===== config.mk =====
export PLATFORM = sky130hd
export DESIGN_NAME = dec_ascii_formatter
export DESIGN_NICKNAME = d
export VERILOG_FILES = /design/src/rtl/dec_ascii_pkg.sv /design/src/rtl/bin2bcd_seq.sv /design/src/rtl/dec_ascii_formatter.sv
export SDC_FILE = /design/constraint.sdc
export NUM_CORES = 1
export LEC_CHECK = 0
export CAP_MARGIN = 20
export CORE_MARGIN = 3
export CORE_UTILIZATION = 55
export DETAILED_ROUTE_END_ITERATION = 16
export HOLD_SLACK_MARGIN = 0.05
export PLACE_DENSITY = 0.86
export SKIP_CTS_REPAIR_TIMING = 1
export SYNTH_ARGS = -nofsm -noshare
export SYNTH_HDL_FRONTEND = slang
export SYNTH_HIERARCHICAL = 1
export SYNTH_SLANG_ARGS = --single-unit
export TNS_END_PERCENT = 50

===== constraint.sdc =====
create_clock -name CLK -period 3.7 [get_ports CLK]
set_input_delay 0.74 -clock CLK [delete_from_list [all_inputs] [get_ports CLK]]
set_output_delay 0.74 -clock CLK [all_outputs]
set_load 0.02 [all_outputs]

===== src/rtl/dec_ascii_pkg.sv =====
// Shared constants and types for the decimal ASCII formatter.
// The SIGN state exists only when SIGNED_EN is defined.
package dec_ascii_pkg;

  localparam logic [7:0] ASCII_CR    = 8'h0d;
  localparam logic [7:0] ASCII_ZERO  = 8'h30;
  localparam logic [7:0] ASCII_MINUS = 8'h2d;

  typedef logic [3:0] bcd_digit_t;

  typedef enum logic [2:0] {
    ST_IDLE,
    ST_CONVERT,
    ST_LOCATE,
`ifdef SIGNED_EN
    ST_SIGN,
`endif
    ST_EMIT,
    ST_TERM
  } state_t;

endpackage


===== src/rtl/bin2bcd_seq.sv =====
// Iterative double-dabble: one input bit per cycle, MSB first.
// done pulses for one cycle after the last shift; bcd then holds until the next start.
module bin2bcd_seq
  import dec_ascii_pkg::*;
#(
  parameter int DataWidth = 32,
  parameter int MaxDigits = 10
) (
  input  logic                             CLK,
  input  logic                             RESET,
  input  logic                             start,
  input  logic [DataWidth-1:0]             bin,
  output logic                             done,
  output bcd_digit_t [MaxDigits-1:0]       bcd
);

  localparam int CW = $clog2(DataWidth + 1);

  logic [DataWidth-1:0]     shreg;
  logic [CW-1:0]            cnt;
  bcd_digit_t [MaxDigits-1:0] adj;
  logic [4*MaxDigits-1:0]   adj_flat;

  always_comb begin
    adj = bcd;
    for (int i = 0; i < MaxDigits; i++) begin
      if (bcd[i] >= 4'd5) adj[i] = bcd[i] + 4'd3;
    end
  end

  assign adj_flat = adj;

  always_ff @(posedge CLK) begin
    if (RESET) begin
      shreg <= '0;
      cnt   <= '0;
      done  <= 1'b0;
      bcd   <= '0;
    end else begin
      done <= 1'b0;
      if (start) begin
        shreg <= bin;
        cnt   <= CW'(DataWidth);
        bcd   <= '0;
      end else if (cnt != '0) begin
        // the top bit of the BCD vector can never be set, so dropping it is safe
        bcd   <= {adj_flat[4*MaxDigits-2:0], shreg[DataWidth-1]};
        shreg <= shreg << 1;
        cnt   <= cnt - 1'b1;
        done  <= (cnt == CW'(1));
      end
    end
  end

endmodule


===== src/rtl/dec_ascii_formatter.sv =====
// Converts one binary word into an ASCII decimal line terminated by CR.
// Define SIGNED_EN to treat VALUE_DATA as two's complement and emit a leading '-'.
//
// state   | meaning
// IDLE    | READY=1, waiting for VALUE_VALID
// CONVERT | double-dabble running in bin2bcd_seq
// LOCATE  | find most-significant non-zero digit, launch first byte
// SIGN    | '-' on the bus (SIGNED_EN only)
// EMIT    | digit[cnt] on the bus
// TERM    | CR on the bus
module dec_ascii_formatter
  import dec_ascii_pkg::*;
#(
  parameter int DataWidth = 32,
  parameter int MaxDigits = 10
) (
  input  logic                 CLK,
  input  logic                 RESET,
  input  logic                 VALUE_VALID,
  input  logic [DataWidth-1:0] VALUE_DATA,
  output logic                 READY,
  output logic                 SOURCE_VALID,
  output logic [7:0]           SOURCE_DATA
);

  localparam int IW = (MaxDigits > 1) ? $clog2(MaxDigits) : 1;

  state_t                     state;
  logic [IW-1:0]              cnt;
  logic [IW-1:0]              msd_idx;
  logic                       start;
  logic                       conv_done;
  logic [DataWidth-1:0]       conv_bin;
  bcd_digit_t [MaxDigits-1:0] bcd;

  assign start = READY && VALUE_VALID && !RESET;

`ifdef SIGNED_EN
  logic neg_q;
  logic value_neg;
  assign value_neg = VALUE_DATA[DataWidth-1];
  // magnitude kept in DataWidth unsigned bits so the most-negative value stays exact
  assign conv_bin  = value_neg ? ((~VALUE_DATA) + {{(DataWidth-1){1'b0}}, 1'b1}) : VALUE_DATA;
`else
  assign conv_bin  = VALUE_DATA;
`endif

  bin2bcd_seq #(
    .DataWidth (DataWidth),
    .MaxDigits (MaxDigits)
  ) u_bin2bcd (
    .CLK   (CLK),
    .RESET (RESET),
    .start (start),
    .bin   (conv_bin),
    .done  (conv_done),
    .bcd   (bcd)
  );

  // all-zero leaves the index at 0 so a single "0" is emitted
  always_comb begin
    msd_idx = '0;
    for (int i = 0; i < MaxDigits; i++) begin
      if (bcd[i] != 4'd0) msd_idx = IW'(i);
    end
  end

  function automatic logic [7:0] digit_ascii(input bcd_digit_t d);
    return ASCII_ZERO + {4'h0, d};
  endfunction

  always_ff @(posedge CLK) begin
    if (RESET) begin
      state        <= ST_IDLE;
      READY        <= 1'b1;
      SOURCE_VALID <= 1'b0;
      SOURCE_DATA  <= 8'h00;
      cnt          <= '0;
`ifdef SIGNED_EN
      neg_q        <= 1'b0;
`endif
    end else begin
      case (state)
        ST_IDLE: begin
          if (VALUE_VALID) begin
            READY <= 1'b0;
            state <= ST_CONVERT;
`ifdef SIGNED_EN
            neg_q <= value_neg;
`endif
          end
        end
        ST_CONVERT: begin
          if (conv_done) state <= ST_LOCATE;
        end
        ST_LOCATE: begin
          SOURCE_VALID <= 1'b1;
          cnt          <= msd_idx;
`ifdef SIGNED_EN
          if (neg_q) begin
            SOURCE_DATA <= ASCII_MINUS;
            state       <= ST_SIGN;
          end else begin
            SOURCE_DATA <= digit_ascii(bcd[msd_idx]);
            state       <= ST_EMIT;
          end
`else
          SOURCE_DATA <= digit_ascii(bcd[msd_idx]);
          state       <= ST_EMIT;
`endif
        end
`ifdef SIGNED_EN
        ST_SIGN: begin
          SOURCE_DATA <= digit_ascii(bcd[cnt]);
          state       <= ST_EMIT;
        end
`endif
        ST_EMIT: begin
          if (cnt == '0) begin
            SOURCE_DATA <= ASCII_CR;
            state       <= ST_TERM;
          end else begin
            cnt         <= cnt - 1'b1;
            SOURCE_DATA <= digit_ascii(bcd[cnt - 1'b1]);
          end
        end
        ST_TERM: begin
          SOURCE_VALID <= 1'b0;
          READY        <= 1'b1;
          state        <= ST_IDLE;
        end
        default: state <= ST_IDLE;
      endcase
    end
  end

endmodule


==> summary.txt <==
Floorplan
  • DIE AREA: 12220 µm²
  • Rows: 37
  • Starting Density: 57.47%
  • # IOs: 45
  • Die width: 110.6 µm
  • Die Span Y: 110.6 µm
  • Area of the core: 10460 µm²

Flow run
  • Max-Cap Viols: 0

Global route
  • Gr ovfl total: 0
  • Initial antenna violation count: 0
  • First-pass GRT wire length: 26970 µm
  • Largest net degree at the start of global routing: 65
  • GRT Total Usage: 26.12%
  • Vias in the first global route: 5488

Finish
  • Area growth, synth to finish: 10.72%
  • Fin nets: 817
  • Layout cells sized above 1: 8.115%
  • Ant. Diodes: 0
  • Register area: 1862 µm²
  • Area of the multi-input gates: 3744 µm²
  • Number of standard cells in the final layout excluding fillers: 900
  • Fill cell count: 868

Clocking
  • H-tree depth: 3
  • Total CTS buffers: 9
  • Worst skew pair latency: 0.38 ns
  • Max Root-Sink Buffers: 2
  • Clk pin slew, worst setup/hold paths: 0.10 ns
  • Clk sink count: 93
  • CTS tree: built
  • Clock Tree Root: clkbuf_8

Worst hold path
  • Hold Path Class: reg -> reg
  • Hold EP: u_bin2bcd/shreg[0]
  • Hold path start: u_bin2bcd/shreg[0]
  • Hold depth: 2

Power
  • Static Leakage: 2.299 nW
  • NetSw: 2.838 mW
  • Comb pwr share: 57.7%
  • Sequential Power Share: 27.4%
  • Part of the power in the clock network: 15.0%
  • Pwr dens: 864.0 nW/µm²
  • Peak supply drop: 0.9378 mV
  • Switching Fraction: 49.33%
  • Int Pwr: 2.915 mW

Synth
  • Seq cells post-synth: 93
  • Top cells by area, synth: dfxtp_1 (31%), nand2_1 (4.9%), nor2_1 (4.8%)
  • Ys Warns: 6
  • Top FF cell, synth: dfxtp_1
  • Synth async-reset ratio: 0%
  • Synth cell count leaders: dfxtp_1 (93), nand2_1 (78), nor2_1 (77)
  • Most frequent cell after synthesis: dfxtp_1
  • Syn Area/Cell: 7.902 µm²
  • Cell Area, Synth: 6013 µm²
  • Sequential area share after synthesis: 30.96%
  • Leading area contributor after synthesis: dfxtp_1
  • Post-synth EDFFs: 0
  • Synth top area share: 30.96%
  • Mapped Cells: 761
  • Synth cell types: 64

STA
  • Hold Violations, Final: 0
  • Crit path time final: 2.785 ns
  • Max-slew violation count: 0
  • Slew of the pin with the lowest slew margin: 0.6790 ns
  • RSZ-0062 raised after global routing: no
  • Worst Skew: 0.01130 ns
  • Fmax: 0.3591 GHz
  • Rel. slew slack: 54.58%
  • Final period utilization: 75.27%
  • Setup violations, final: 0
  • Total negative slack: 0 ns

Setup path
  • Cells on worst reg2reg path: 7
  • CP startpoint kind: flip-flop
  • R2r endpoint: SOURCE_DATA[3]
  • Critical path fanouts, max: 12
  • Data required, critical path: 3.98 ns
  • Worst EP arrival: 3.07 ns
  • Reg-to-reg slack, setup: 0.92 ns
  • Critical R2R Launch: u_bin2bcd/bcd[20]
  • Kind of critical path: reg -> reg
  • Crit. End Element: flip-flop

Placed design
  • Dpl cells: 883
  • Placer Congestion: 0.9413
  • HPWL after DPL: 10840 µm
  • PortBufs: 42

Route
  • Vias per inst: 6.603
  • Initial detailed-routing violation count: 666
  • DRT met1 WL: 7442 µm
  • Remaining DRCs: 0
  • Metal2 WL: 7468 µm
  • Max layer used: met4
  • Avg WL per Cell: 18.14 µm
  • Met3 wire length: 1113 µm
  • TritonRoute pass-1 iters: 6
  • Post-route ant nets: 0
  • Via count: 5943
  • DRT Wirelength: 16330 µm

Status
  • Outcome: finished clean
==> registers in the layout, indices dropped and copies added (netlist names) <==
| signal | count |
|---|---|
| u_bin2bcd/shreg | 32 |
| SOURCE_DATA | 5 |
| u_bin2bcd/done | 1 |
| u_bin2bcd/cnt | 6 |
| READY | 1 |
| SOURCE_VALID | 1 |
| state | 3 |
| u_bin2bcd/bcd | 40 |
| cnt | 4 |
==> routing by layer <==
layer	track usage, %	vias up
met5	0	-
li1	-	2821
met2	39.40	260
met3	4.219	39
met1	37.41	2823
met4	9.934	0
==> placed cells by master (no fill, tap or decap), drive strengths merged, types with 27 or more instances in the layout <==
| cell | netlist | layout |
|---|---|---|
| nor2 | 80 | 80 |
| inv | 27 | 30 |
| a2111oi | 34 | 34 |
| and3 | 30 | 30 |
| o21ai | 33 | 33 |
| dfxtp | 93 | 93 |
| nor2b | 27 | 27 |
| clkdlybuf4s50 | 0 | 42 |
| a21oi | 29 | 29 |
| a211oi | 27 | 27 |
| nand2 | 78 | 78 |
==> how the worst max path moves through the flow <==
stage                            startpoint                   to  slack, ns  depth (start not counted)
after floorplan                      cnt[0]       SOURCE_DATA[3]       0.90                          9
after global placement          VALUE_VALID   u_bin2bcd/shreg[1]       0.88                          7
after detailed placement        VALUE_VALID  u_bin2bcd/shreg[15]       0.83                          7
after CTS                  u_bin2bcd/cnt[0]     u_bin2bcd/bcd[6]       0.91                          5
after global routing      u_bin2bcd/bcd[20]       SOURCE_DATA[3]       0.69                          7
final                     u_bin2bcd/bcd[20]       SOURCE_DATA[3]       0.92                          7
==> power by group through the flow <==
stage	Combinational [mW]	Sequential [mW]	Clock [mW]
2_1_floorplan	2.57	1.46	0
3_3_place_gp	3.12	1.57	0
3_5_place_dp	3.19	1.58	0
4_1_cts	3.22	1.56	0.869
5_1_grt	3.63	1.61	0.913
6_report	3.32	1.57	0.861
==> cell type report <==
class	instances	share of cell area [%]
clock buffers	9	1.861
well taps	136	2.556
clock inverters	7	1.917
inverters	28	1.579
repair buffers	56	7.893
multi-input cells	571	56.23
flip-flops and latches	93	27.96
==> kinds of logic (layout without fill, tap and decap cells) <==
logic type	after synthesis	in the layout	synth area share, %
XOR/XNOR	2	2	0.2914
other	1	2	0.06236
AO/OA/AOI/OAI	204	204	24.68
multiplexers	19	19	4.911
adder cells (fa/ha/maj)	23	23	4.786
flip-flops	93	93	30.96
AND/OR/NAND/NOR	321	321	27.22
buffers and inverters	98	100	7.095
==> metrics by stage <==
step	total power [mW]	hold slack [ns]	instance area, µm²	setup WS [ns]	util, %
6_report	5.752	0.4878	6658	0.9150	63.63
5_1_grt	6.161	0.5129	6658	0.6893	63.63
4_1_cts	5.654	0.4897	6650	0.9105	63.56
3_5_place_dp	4.779	0.4751	6399	0.8313	61.16
3_3_place_gp	4.683	0.4679	6399	0.8798	61.16
2_1_floorplan	4.027	0.4509	6017	0.9020	-
==> worst max-delay path, cell delays in order (launching register included) <==
cell	delay, ns
dfxtp_1	0.43
nor4_2	0.47
a21oi_1	0.17
a21oi_2	0.53
o21ai_4	0.18
mux2i_1	0.15
a221o_1	0.37
a2111oi_2	0.38
No activity file was read; power rests on OpenSTA's default activity.
